[config.mk]
export PLATFORM = sky130hd
export DESIGN_NAME = shift_arbiter_flat
export DESIGN_NICKNAME = d
export VERILOG_FILES = /design/src/rtl/shift_arbiter_if.sv /design/src/rtl/shift_arbiter.sv /design/src/flat_wrapper.sv
export SDC_FILE = /design/constraint.sdc
export NUM_CORES = 1
export LEC_CHECK = 0
export ABC_AREA = 1
export BUFFER_PORTS_ARGS = -buffer_cell sky130_fd_sc_hd__clkbuf_2
export CAP_MARGIN = 10
export CORE_MARGIN = 10
export CORE_UTILIZATION = 49
export DETAILED_ROUTE_END_ITERATION = 6
export PLACE_DENSITY = 0.81
export SLEW_MARGIN = 20
export SYNTH_ARGS = -nofsm -noshare
export SYNTH_HDL_FRONTEND = slang
export SYNTH_SLANG_ARGS = --single-unit
[constraint.sdc]
create_clock -name clk -period 1.9 [get_ports clk]
set_clock_uncertainty 0.15 [all_clocks]
set_input_delay 0.19 -clock clk [delete_from_list [all_inputs] [get_ports clk]]
set_output_delay 0.19 -clock clk [all_outputs]
set_load 0.02 [all_outputs]
[src/rtl/shift_arbiter_if.sv]
// Request/response bundle between two shift clients and the shifter arbiter.
// Both requester channels and the result channel use valid/ready handshakes.
interface shift_arbiter_if;
  logic       req0_valid;
  logic       req0_ready;
  logic [7:0] req0_din;
  logic [2:0] req0_shamt;
  logic       req0_lr;
  logic       req0_al;
  logic       req1_valid;
  logic       req1_ready;
  logic [7:0] req1_din;
  logic [2:0] req1_shamt;
  logic       req1_lr;
  logic       req1_al;
  logic       rsp_valid;
  logic       rsp_ready;
  logic [7:0] rsp_dout;
  logic       rsp_id;

  modport master (
    output req0_valid, req0_din, req0_shamt,
    output req0_lr, req0_al,
    input  req0_ready,
    output req1_valid, req1_din, req1_shamt,
    output req1_lr, req1_al,
    input  req1_ready,
    input  rsp_valid, rsp_dout, rsp_id,
    output rsp_ready
  );

  modport slave (
    input  req0_valid, req0_din, req0_shamt,
    input  req0_lr, req0_al,
    output req0_ready,
    input  req1_valid, req1_din, req1_shamt,
    input  req1_lr, req1_al,
    output req1_ready,
    output rsp_valid, rsp_dout, rsp_id,
    input  rsp_ready
  );
endinterface

[src/rtl/shift_arbiter.sv]
// Round-robin arbiter feeding one shared 8-bit barrel shifter.
// SHIFT_ARB_CNT_EN enables saturating per-requester grant counters.
module shift_arbiter #(
  parameter bit PRIO_RESET = 1'b0
) (
  input  logic       clk,
  input  logic       rst,
  shift_arbiter_if.slave bus,
  output logic [7:0] grant_cnt0,
  output logic [7:0] grant_cnt1
);

  typedef enum logic {EMPTY, FULL} state_t;

  state_t     state;
  logic       last_grant;
  logic       slot_free;
  logic       gnt0, gnt1;
  logic       acc0, acc1, acc;
  logic [7:0] din;
  logic [2:0] shamt;
  logic       lr, al;
  logic [7:0] shres;
  logic [7:0] dout_q;
  logic       id_q;

  always_comb begin
    slot_free = (state == EMPTY) || bus.rsp_ready;
    // under contention the requester that did not win last time goes
    gnt0 = bus.req0_valid &&
           (!bus.req1_valid || last_grant);
    gnt1 = bus.req1_valid &&
           (!bus.req0_valid || !last_grant);
  end

  assign bus.req0_ready = gnt0 && slot_free && !rst;
  assign bus.req1_ready = gnt1 && slot_free && !rst;

  assign acc0 = bus.req0_valid && bus.req0_ready;
  assign acc1 = bus.req1_valid && bus.req1_ready;
  assign acc  = acc0 || acc1;

  assign din   = gnt1 ? bus.req1_din   : bus.req0_din;
  assign shamt = gnt1 ? bus.req1_shamt : bus.req0_shamt;
  assign lr    = gnt1 ? bus.req1_lr    : bus.req0_lr;
  assign al    = gnt1 ? bus.req1_al    : bus.req0_al;

  always_comb begin
    shres = din;
    unique case (1'b1)
      lr:        shres = din << shamt;
      !lr && al: shres = $signed(din) >>> shamt;
      !lr && !al: shres = din >> shamt;
      default:   shres = din;
    endcase
  end

  always_ff @(posedge clk) begin
    if (rst) begin
      state      <= EMPTY;
      dout_q     <= 8'h00;
      id_q       <= 1'b0;
      last_grant <= !PRIO_RESET;
    end else begin
      if (acc) begin
        state      <= FULL;
        dout_q     <= shres;
        id_q       <= acc1;
        last_grant <= acc1;
      end else if (bus.rsp_ready) begin
        state <= EMPTY;
      end
    end
  end

  assign bus.rsp_valid = (state == FULL);
  assign bus.rsp_dout  = dout_q;
  assign bus.rsp_id    = id_q;

`ifdef SHIFT_ARB_CNT_EN
  logic [7:0] cnt0, cnt1;

  always_ff @(posedge clk) begin
    if (rst) begin
      cnt0 <= 8'h00;
      cnt1 <= 8'h00;
    end else begin
      if (acc0 && cnt0 != 8'hff)
        cnt0 <= cnt0 + 8'd1;
      if (acc1 && cnt1 != 8'hff)
        cnt1 <= cnt1 + 8'd1;
    end
  end

  assign grant_cnt0 = cnt0;
  assign grant_cnt1 = cnt1;
`else
  assign grant_cnt0 = 8'h00;
  assign grant_cnt1 = 8'h00;
`endif

endmodule

[src/flat_wrapper.sv]
// flat-port wrapper written by rule: the top's interface ports become plain ports
module shift_arbiter_flat 
#(
  parameter bit PRIO_RESET = 1'b0
)
  (clk, rst, grant_cnt0, grant_cnt1, bus_req0_valid, bus_req0_din, bus_req0_shamt, bus_req0_lr, bus_req0_al, bus_req0_ready, bus_req1_valid, bus_req1_din, bus_req1_shamt, bus_req1_lr, bus_req1_al, bus_req1_ready, bus_rsp_valid, bus_rsp_dout, bus_rsp_id, bus_rsp_ready);
  shift_arbiter_if bus_i ();
  input  logic clk;
  input  logic rst;
  output logic [7:0] grant_cnt0;
  output logic [7:0] grant_cnt1;
  input wire logic [$bits(bus_i.req0_valid)-1:0] bus_req0_valid;
  input wire logic [$bits(bus_i.req0_din)-1:0] bus_req0_din;
  input wire logic [$bits(bus_i.req0_shamt)-1:0] bus_req0_shamt;
  input wire logic [$bits(bus_i.req0_lr)-1:0] bus_req0_lr;
  input wire logic [$bits(bus_i.req0_al)-1:0] bus_req0_al;
  output wire logic [$bits(bus_i.req0_ready)-1:0] bus_req0_ready;
  input wire logic [$bits(bus_i.req1_valid)-1:0] bus_req1_valid;
  input wire logic [$bits(bus_i.req1_din)-1:0] bus_req1_din;
  input wire logic [$bits(bus_i.req1_shamt)-1:0] bus_req1_shamt;
  input wire logic [$bits(bus_i.req1_lr)-1:0] bus_req1_lr;
  input wire logic [$bits(bus_i.req1_al)-1:0] bus_req1_al;
  output wire logic [$bits(bus_i.req1_ready)-1:0] bus_req1_ready;
  output wire logic [$bits(bus_i.rsp_valid)-1:0] bus_rsp_valid;
  output wire logic [$bits(bus_i.rsp_dout)-1:0] bus_rsp_dout;
  output wire logic [$bits(bus_i.rsp_id)-1:0] bus_rsp_id;
  input wire logic [$bits(bus_i.rsp_ready)-1:0] bus_rsp_ready;
  assign bus_i.req0_valid = bus_req0_valid;
  assign bus_i.req0_din = bus_req0_din;
  assign bus_i.req0_shamt = bus_req0_shamt;
  assign bus_i.req0_lr = bus_req0_lr;
  assign bus_i.req0_al = bus_req0_al;
  assign bus_req0_ready = bus_i.req0_ready;
  assign bus_i.req1_valid = bus_req1_valid;
  assign bus_i.req1_din = bus_req1_din;
  assign bus_i.req1_shamt = bus_req1_shamt;
  assign bus_i.req1_lr = bus_req1_lr;
  assign bus_i.req1_al = bus_req1_al;
  assign bus_req1_ready = bus_i.req1_ready;
  assign bus_rsp_valid = bus_i.rsp_valid;
  assign bus_rsp_dout = bus_i.rsp_dout;
  assign bus_rsp_id = bus_i.rsp_id;
  assign bus_i.rsp_ready = bus_rsp_ready;
  shift_arbiter #(.PRIO_RESET(PRIO_RESET)) u_core (.clk(clk), .rst(rst), .bus(bus_i), .grant_cnt0(grant_cnt0), .grant_cnt1(grant_cnt1));
endmodule
==> summary.md, run 1 <==
| Metric | Value |
|---|---|
| Status | finished, final reports clean |
| Worst vdd ir | 0.321 mV |
| Max clock buf depth | 2 |
| CTS tree | built |
| Mean post-synth cell area | 5.85 um^2 |
| PD cells | 570 nW/um^2 |
| Inserted Clock Buffers | 3 |
| DRT Wirelength | 4060 um |
| Area grow syn2layout | 14.3% |
| Gr ovfl total | 0 |
| DR iter-0 viols | 90 |
| Post-Syn Area | 1490 um^2 |
| Min-Delay Path Class | in2reg |
| Chip width | 75.1 um |
| Critical path buffers and inverters | 1 |
| Fin crit share | 94.1% |
| Number of global-route vias before repair | 1,579 |
| Die height | 75.1 um |
| Slew Limit Fails | 0 |
| Rows | 19 |
| Placed insts | 323 |
| First-pass iteration count of the detailed router | 4 |
| Crit path launch | u_core.last_grant |
| Startpoint types | register |
| Post-DRT Antenna Nets | 0 |
| Worst setup EP type | register |
| Crit Path Category | reg2reg |
| Area of the core | 2830 um^2 |
| Setup_tns | 0 ns |
| Clock transition at path regs | 0.06 ns |
| Initial Utilization | 52.5% |
| Initial antenna violation count | 0 |
| Layout cell share with drive strength beyond 1 | 32.0% |
| Worst Path Required | 1.93 ns |
| Die area | 5640 um^2 |
| RSZ-0062 raised after global routing | false |
| CP max stage delay | 0.34 ns |
| Final setup vio count | 0 |
| Synth unique cells | 26 |
| Nets@finish | 329 |
| Worst-path fanout max | 18 |
| Root buf cell | clkbuf_4 |
| Via-to-Cell Ratio | 5.10 |
| Maximum clock frequency | 559 MHz |
| #FFs+latches synth | 11 |
| Final hold violations | 0 |
| Critical Path, Cell by Cell | nand2_4 -> nand2_8 -> nand2_2 -> nand2_4 -> inv_2 -> nand3_1 -> nand3_1 -> nand2_1 -> a31oi_1 |
| Utilization after layout | 60.1% |
| Hpwl dp | 3340 um |
| Max Cap Viol | 0 |
| WL/cell | 12.4 um |
| # H-tree levels | 1 |
| Sequential fraction of the synthesis area | 14.8% |
| Critical-path top delay cell | dfxtp_2 |
| Post-layout min period | 1.79 ns |
| Number of antenna diodes | 0 |
| DR vias | 1,672 |
| I/O pin cnt | 59 |
| Synth warn | 0 |
| IO Port Bufs | 42 |
| Clk sink count | 11 |
| Total track usage | 14.0% |
| Fillers | 295 |
| Syn Inst Count | 254 |
| Cell family with most CP delay | simple AND/OR/NAND/NOR gates |
| Pin count of the biggest net entering global routing | 19 |
| GPL Wtd Cong | 0.903 |
| Worst flop-to-flop path startpoint | u_core.last_grant |
| Hold Crit Start | rst |
| Skew-Pair Late Insertion Delay | 0.26 ns |
| DR DRC count | 0 |
| Crit path DAT | 1.82 ns |
| Static leakage | 0.983 nW |
| First-pass GRT wire length | 6470 um |
| Final Non-Filler Cells | 328 |
[kinds of logic (layout without fill, tap and decap cells)]
logic type	after synthesis	in the layout	synth area share (%)
simple gates	165	166	55.0
buf+inv	49	76	18.9
flops	11	11	14.8
compound gates	28	28	11.0
other cells	1	16	0.252
[where the power goes]
part | leakage, nW | internal, W | switching [W]
sequential | 0.0907 | 0.000256 | 0.0000128
clock | 0.0150 | 0.0000812 | 0.0000761
combinational | 0.877 | 0.000177 | 0.000365
total | 0.983 | 0.000514 | 0.000454
[synthesized netlist by cell type (all sizes together)]
cell type  count  area (um^2)
a31oi          2         12.5
dfxtp         11          220
nand3         35          180
inv           27          101
o211ai         1         7.51
nand3b         5         37.5
and2           1         6.26
nand2        103          492
nor2          19         88.8
buf           22          180
nand4          2         12.5
a21oi         11         70.1
conb           1         3.75
o21ai         14         73.8
[state kept, by name (all words and copies together), names as in the netlist]
name and flops:
u_core.bus.rsp_id 1, u_core.bus.rsp_dout 8, u_core.bus.rsp_valid 1, u_core.last_grant 1
[metrics by stage]
step / hold slack [ns] / total power [W] / area [um^2] / worst slack, ns
global placement: 0.280 / 0.000790 / 1630 / 0.0957
global route: 0.00887 / 0.00105 / 1700 / 0.00394
CTS: 0.00472 / 0.000950 / 1660 / 0.0371
detailed placement: 0.283 / 0.000795 / 1630 / 0.0436
floorplan: 0.109 / 0.000702 / 1540 / 0.139
finish: 0.00943 / 0.000968 / 1700 / 0.111
[final timing paths]
| path | endpoint | slack, ns | cells after the start |
|---|---|---|---|
| worst min-delay path | u_core.bus.rsp_valid | 0.009 | 2 |
| worst min register to register | u_core.bus.rsp_id | 0.33 | 2 |
| worst max register to register | u_core.bus.rsp_dout[4] | 0.11 | 9 |
| worst max-delay path | u_core.bus.rsp_dout[4] | 0.11 | 9 |
[layout by cell type (no fill, tap or decap)]
cell type,netlist,final
a21oi_1,7,7
a21oi_2,4,4
a31oi_1,2,2
and2_1,1,1
buf_4,17,2
buf_8,0,1
clkbuf_1,0,1
clkbuf_2,0,42
clkbuf_4,0,3
conb_1,1,16
dfxtp_1,11,10
dfxtp_2,0,1
inv_1,21,21
inv_2,6,6
nand2_1,75,73
nand2_2,21,22
nand2_4,7,8
nand2_8,0,1
nand3_1,34,34
nand3_2,1,1
nand3b_1,5,5
nand4_1,2,2
nor2_1,16,16
nor2_2,1,1
nor2_4,2,2
o211ai_1,1,1
o21ai_0,9,9
o21ai_1,4,4
o21ai_2,1,1
[final cells by class]
type | instances | area [um^2] | area share [%]
Tap cell | 31 | 38.8 | 2.28
Inverter | 27 | 101 | 5.96
Multi-Input combinational cell | 210 | 1070 | 63.0
Sequential cell | 11 | 221 | 13.0
Clock buffer | 4 | 26.3 | 1.55
Timing Repair Buffer | 45 | 240 | 14.1
[routing by layer]
metal,share of wire [%],global-route usage [%]
met2,49,25.6
met4,0.37,2.94
met3,6.7,3.55
met1,44,15.9
met5,0,0
[worst reg2reg max path, stage by stage (launching register included)]
cell and delay, ns:
dfxtp_2 0.34, nand2_4 0.11, nand2_8 0.12, nand2_2 0.10
nand2_4 0.13, inv_2 0.23, nand3_1 0.14, nand3_1 0.12
nand2_1 0.08, a31oi_1 0.18
[what timing repair did]
item                       4_1_cts  5_1_grt
gates resized for setup          0        8
setup endpoints to repair        0        8
buffers inserted                 0        0
hold buffers                     0        0
Power figures use the tool's default switching activity.
==> run 2: changes to the inputs <==
--- a/config.mk
+++ b/config.mk
@@ -8,10 +8,12 @@
 export ABC_AREA = 1
 export BUFFER_PORTS_ARGS = -buffer_cell sky130_fd_sc_hd__clkbuf_2
 export CAP_MARGIN = 10
+export CORE_ASPECT_RATIO = 0.8
 export CORE_MARGIN = 10
 export CORE_UTILIZATION = 49
 export DETAILED_ROUTE_END_ITERATION = 6
 export PLACE_DENSITY = 0.81
+export SKIP_LAST_GASP = 1
 export SLEW_MARGIN = 20
 export SYNTH_ARGS = -nofsm -noshare
 export SYNTH_HDL_FRONTEND = slang
==> summary.md, run 2 (synthesized netlist as in run 1, its figures left out) <==
| Metric | Value |
|---|---|
| Post-DRT Antenna Nets | 0 (unchanged) |
| Most frequent cells in the layout | nand2_1, clkbuf_2, nand3_1, inv_1, nand2_2 (was nand2_1, clkbuf_2, nand3_1, nand2_2, inv_1) |
| Worst vdd ir | 0.326 mV (was 0.321 mV) |
| Die height | 69.3 um (was 75.1 um) |
| First-pass GRT wire length | 6980 um (was 6470 um) |
| Worst setup EP type | register (unchanged) |
| Slew Limit Fails | 0 (unchanged) |
| Total track usage | 14.4% (was 14.0%) |
| Number of antenna diodes | 0 (unchanged) |
| IO Port Bufs | 42 (unchanged) |
| Setup_tns | 0 ns (unchanged) |
| First-pass iteration count of the detailed router | 5 (was 4) |
| Utilization after layout | 62.1% (was 60.1%) |
| Clock transition at path regs | 0.05 ns (was 0.06 ns) |
| R2R Path End | u_core.bus.rsp_dout[1] (was u_core.bus.rsp_dout[4]) |
| Hold Crit Start | rst (unchanged) |
| Max reg flops | 8 (unchanged) |
| Commonest non-fill, non-tap cell in the layout | nand2_1 (unchanged) |
| CTS tree | built (unchanged) |
| Pin count of the biggest net entering global routing | 17 (was 19) |
| DR vias | 1,710 (was 1,672) |
| GPL Wtd Cong | 0.916 (was 0.903) |
| RSZ-0062 raised after global routing | false (unchanged) |
| WL/cell | 12.5 um (was 12.4 um) |
| Hpwl dp | 3490 um (was 3340 um) |
| Maximum clock frequency | 554 MHz (was 559 MHz) |
| Status | finished, final reports clean (unchanged) |
| Worst flop-to-flop path startpoint | u_core.last_grant (unchanged) |
| R2r worst-path depth | 12 (was 9) |
| PD cells | 601 nW/um^2 (was 570 nW/um^2) |
| Root buf cell | clkbuf_8 (was clkbuf_4) |
| Layout cell share with drive strength beyond 1 | 32.9% (was 32.0%) |
| Initial Utilization | 52.5% (unchanged) |
| Worst-path fanout max | 13 (was 18) |
| Crit path DAT | 1.77 ns (was 1.82 ns) |
| Area grow syn2layout | 18.2% (was 14.3%) |
| Gr ovfl total | 0 (unchanged) |
| Hold EP | u_core.bus.rsp_valid (unchanged) |
| I/O pin cnt | 59 (unchanged) |
| DR DRC count | 0 (unchanged) |
| Inserted Clock Buffers | 3 (unchanged) |
| Hold Path Stages | 2 (unchanged) |
| Rows | 17 (was 19) |
| Startpoint types | register (unchanged) |
| Chip width | 81.6 um (was 75.1 um) |
| Clk sink count | 11 (unchanged) |
| Number of global-route vias before repair | 1,589 (was 1,579) |
| R2R setup slack | 0.1 ns (was 0.11 ns) |
| Crit Path Category | reg2reg (unchanged) |
| Min-Delay Path Class | in2reg (unchanged) |
| Max Cap Viol | 0 (unchanged) |
| Fin crit share | 94.9% (was 94.1%) |
| Nets@finish | 333 (was 329) |
| Worst Path Required | 1.87 ns (was 1.93 ns) |
| Skew-Pair Late Insertion Delay | 0.23 ns (was 0.26 ns) |
| Via-to-Cell Ratio | 5.04 (was 5.10) |
| Post-layout min period | 1.80 ns (was 1.79 ns) |
| Final setup vio count | 0 (unchanged) |
| DRT Wirelength | 4240 um (was 4060 um) |
| Final hold violations | 0 (unchanged) |
| Area of the core | 2830 um^2 (unchanged) |
| Die area | 5650 um^2 (was 5640 um^2) |
| Initial antenna violation count | 0 (unchanged) |
| Max clock buf depth | 2 (unchanged) |
| Static leakage | 1.01 nW (was 0.983 nW) |
| DR iter-0 viols | 127 (was 90) |
| # H-tree levels | 1 (unchanged) |
run 2: worst max-delay path by stage:
stage | start | to | slack [ns] | depth (start not counted)
2_1_floorplan | u_core.bus.rsp_valid | u_core.bus.rsp_dout[5] | 0.14 | 9
3_3_place_gp | u_core.last_grant | u_core.bus.rsp_dout[0] | 0.1 | 9
3_5_place_dp | u_core.last_grant | u_core.bus.rsp_dout[4] | 0.08 | 9
4_1_cts | u_core.last_grant | u_core.bus.rsp_dout[4] | 0.07 | 9
5_1_grt | u_core.last_grant | u_core.bus.rsp_dout[5] | 0.004 | 12
6_report | u_core.last_grant | u_core.bus.rsp_dout[1] | 0.1 | 12
run 2: repair_timing:
action / in CTS / in global routing
endpoints found under the setup margin: 0 / 8
hold buffers: 0 / 0
setup buffers: 0 / 3
gates resized for setup: 0 / 9
run 2: worst max-delay path: stages (launching register included):
cell,delay [ns]
dfxtp_2,0.33
nand2_2,0.13
buf_8,0.16
nand3b_1,0.13
nand2_4,0.14
buf_4,0.13
nand2_2,0.06
nand2_2,0.09
nand2_2,0.06
nand2_1,0.09
nand3_1,0.09
nand2_1,0.08
a21oi_2,0.05
run 2: through the flow:
step | instance area (um^2) | total power (W) | worst slack, ns | hold slack (ns) | std cells
after floorplan | 1540 | 0.000702 | 0.139 | 0.109 | 269
after global placement | 1660 | 0.000800 | 0.0976 | 0.283 | 332
after detailed placement | 1660 | 0.000800 | 0.0800 | 0.288 | 332
after CTS | 1700 | 0.00103 | 0.0732 | 0.0426 | 336
after global routing | 1760 | 0.00115 | 0.00356 | 0.0736 | 339
final | 1760 | 0.00106 | 0.0963 | 0.0514 | 339
run 2: routing by layer:
layer  vias to the layer above  global-route usage (%)  share of wire (%)
met2                        63                    24.1                 49
met5                         -                       0                  0
met4                         0                    1.87               0.52
met1                       771                    18.1                 42
met3                         2                    4.13                9.1
li1                        874                       -                  -
run 2: power by group:
part / leakage (nW) / internal, W / switching, W / total, W
Clock: 0.0228 / 0.000147 / 0.0000828 / 0.000230
Sequential: 0.0907 / 0.000257 / 0.0000129 / 0.000270
Combinational: 0.896 / 0.000187 / 0.000369 / 0.000556
Total: 1.01 / 0.000591 / 0.000465 / 0.00106
run 2: cell type report:
type                            instances  area, um^2
Multi-Input combinational cell        209        1060
Tap cell                               38        47.5
Clock buffer                            4        45.0
Sequential cell                        11         221
Timing Repair Buffer                   50         278
Fill cell                             284        1070
Inverter                               27         104
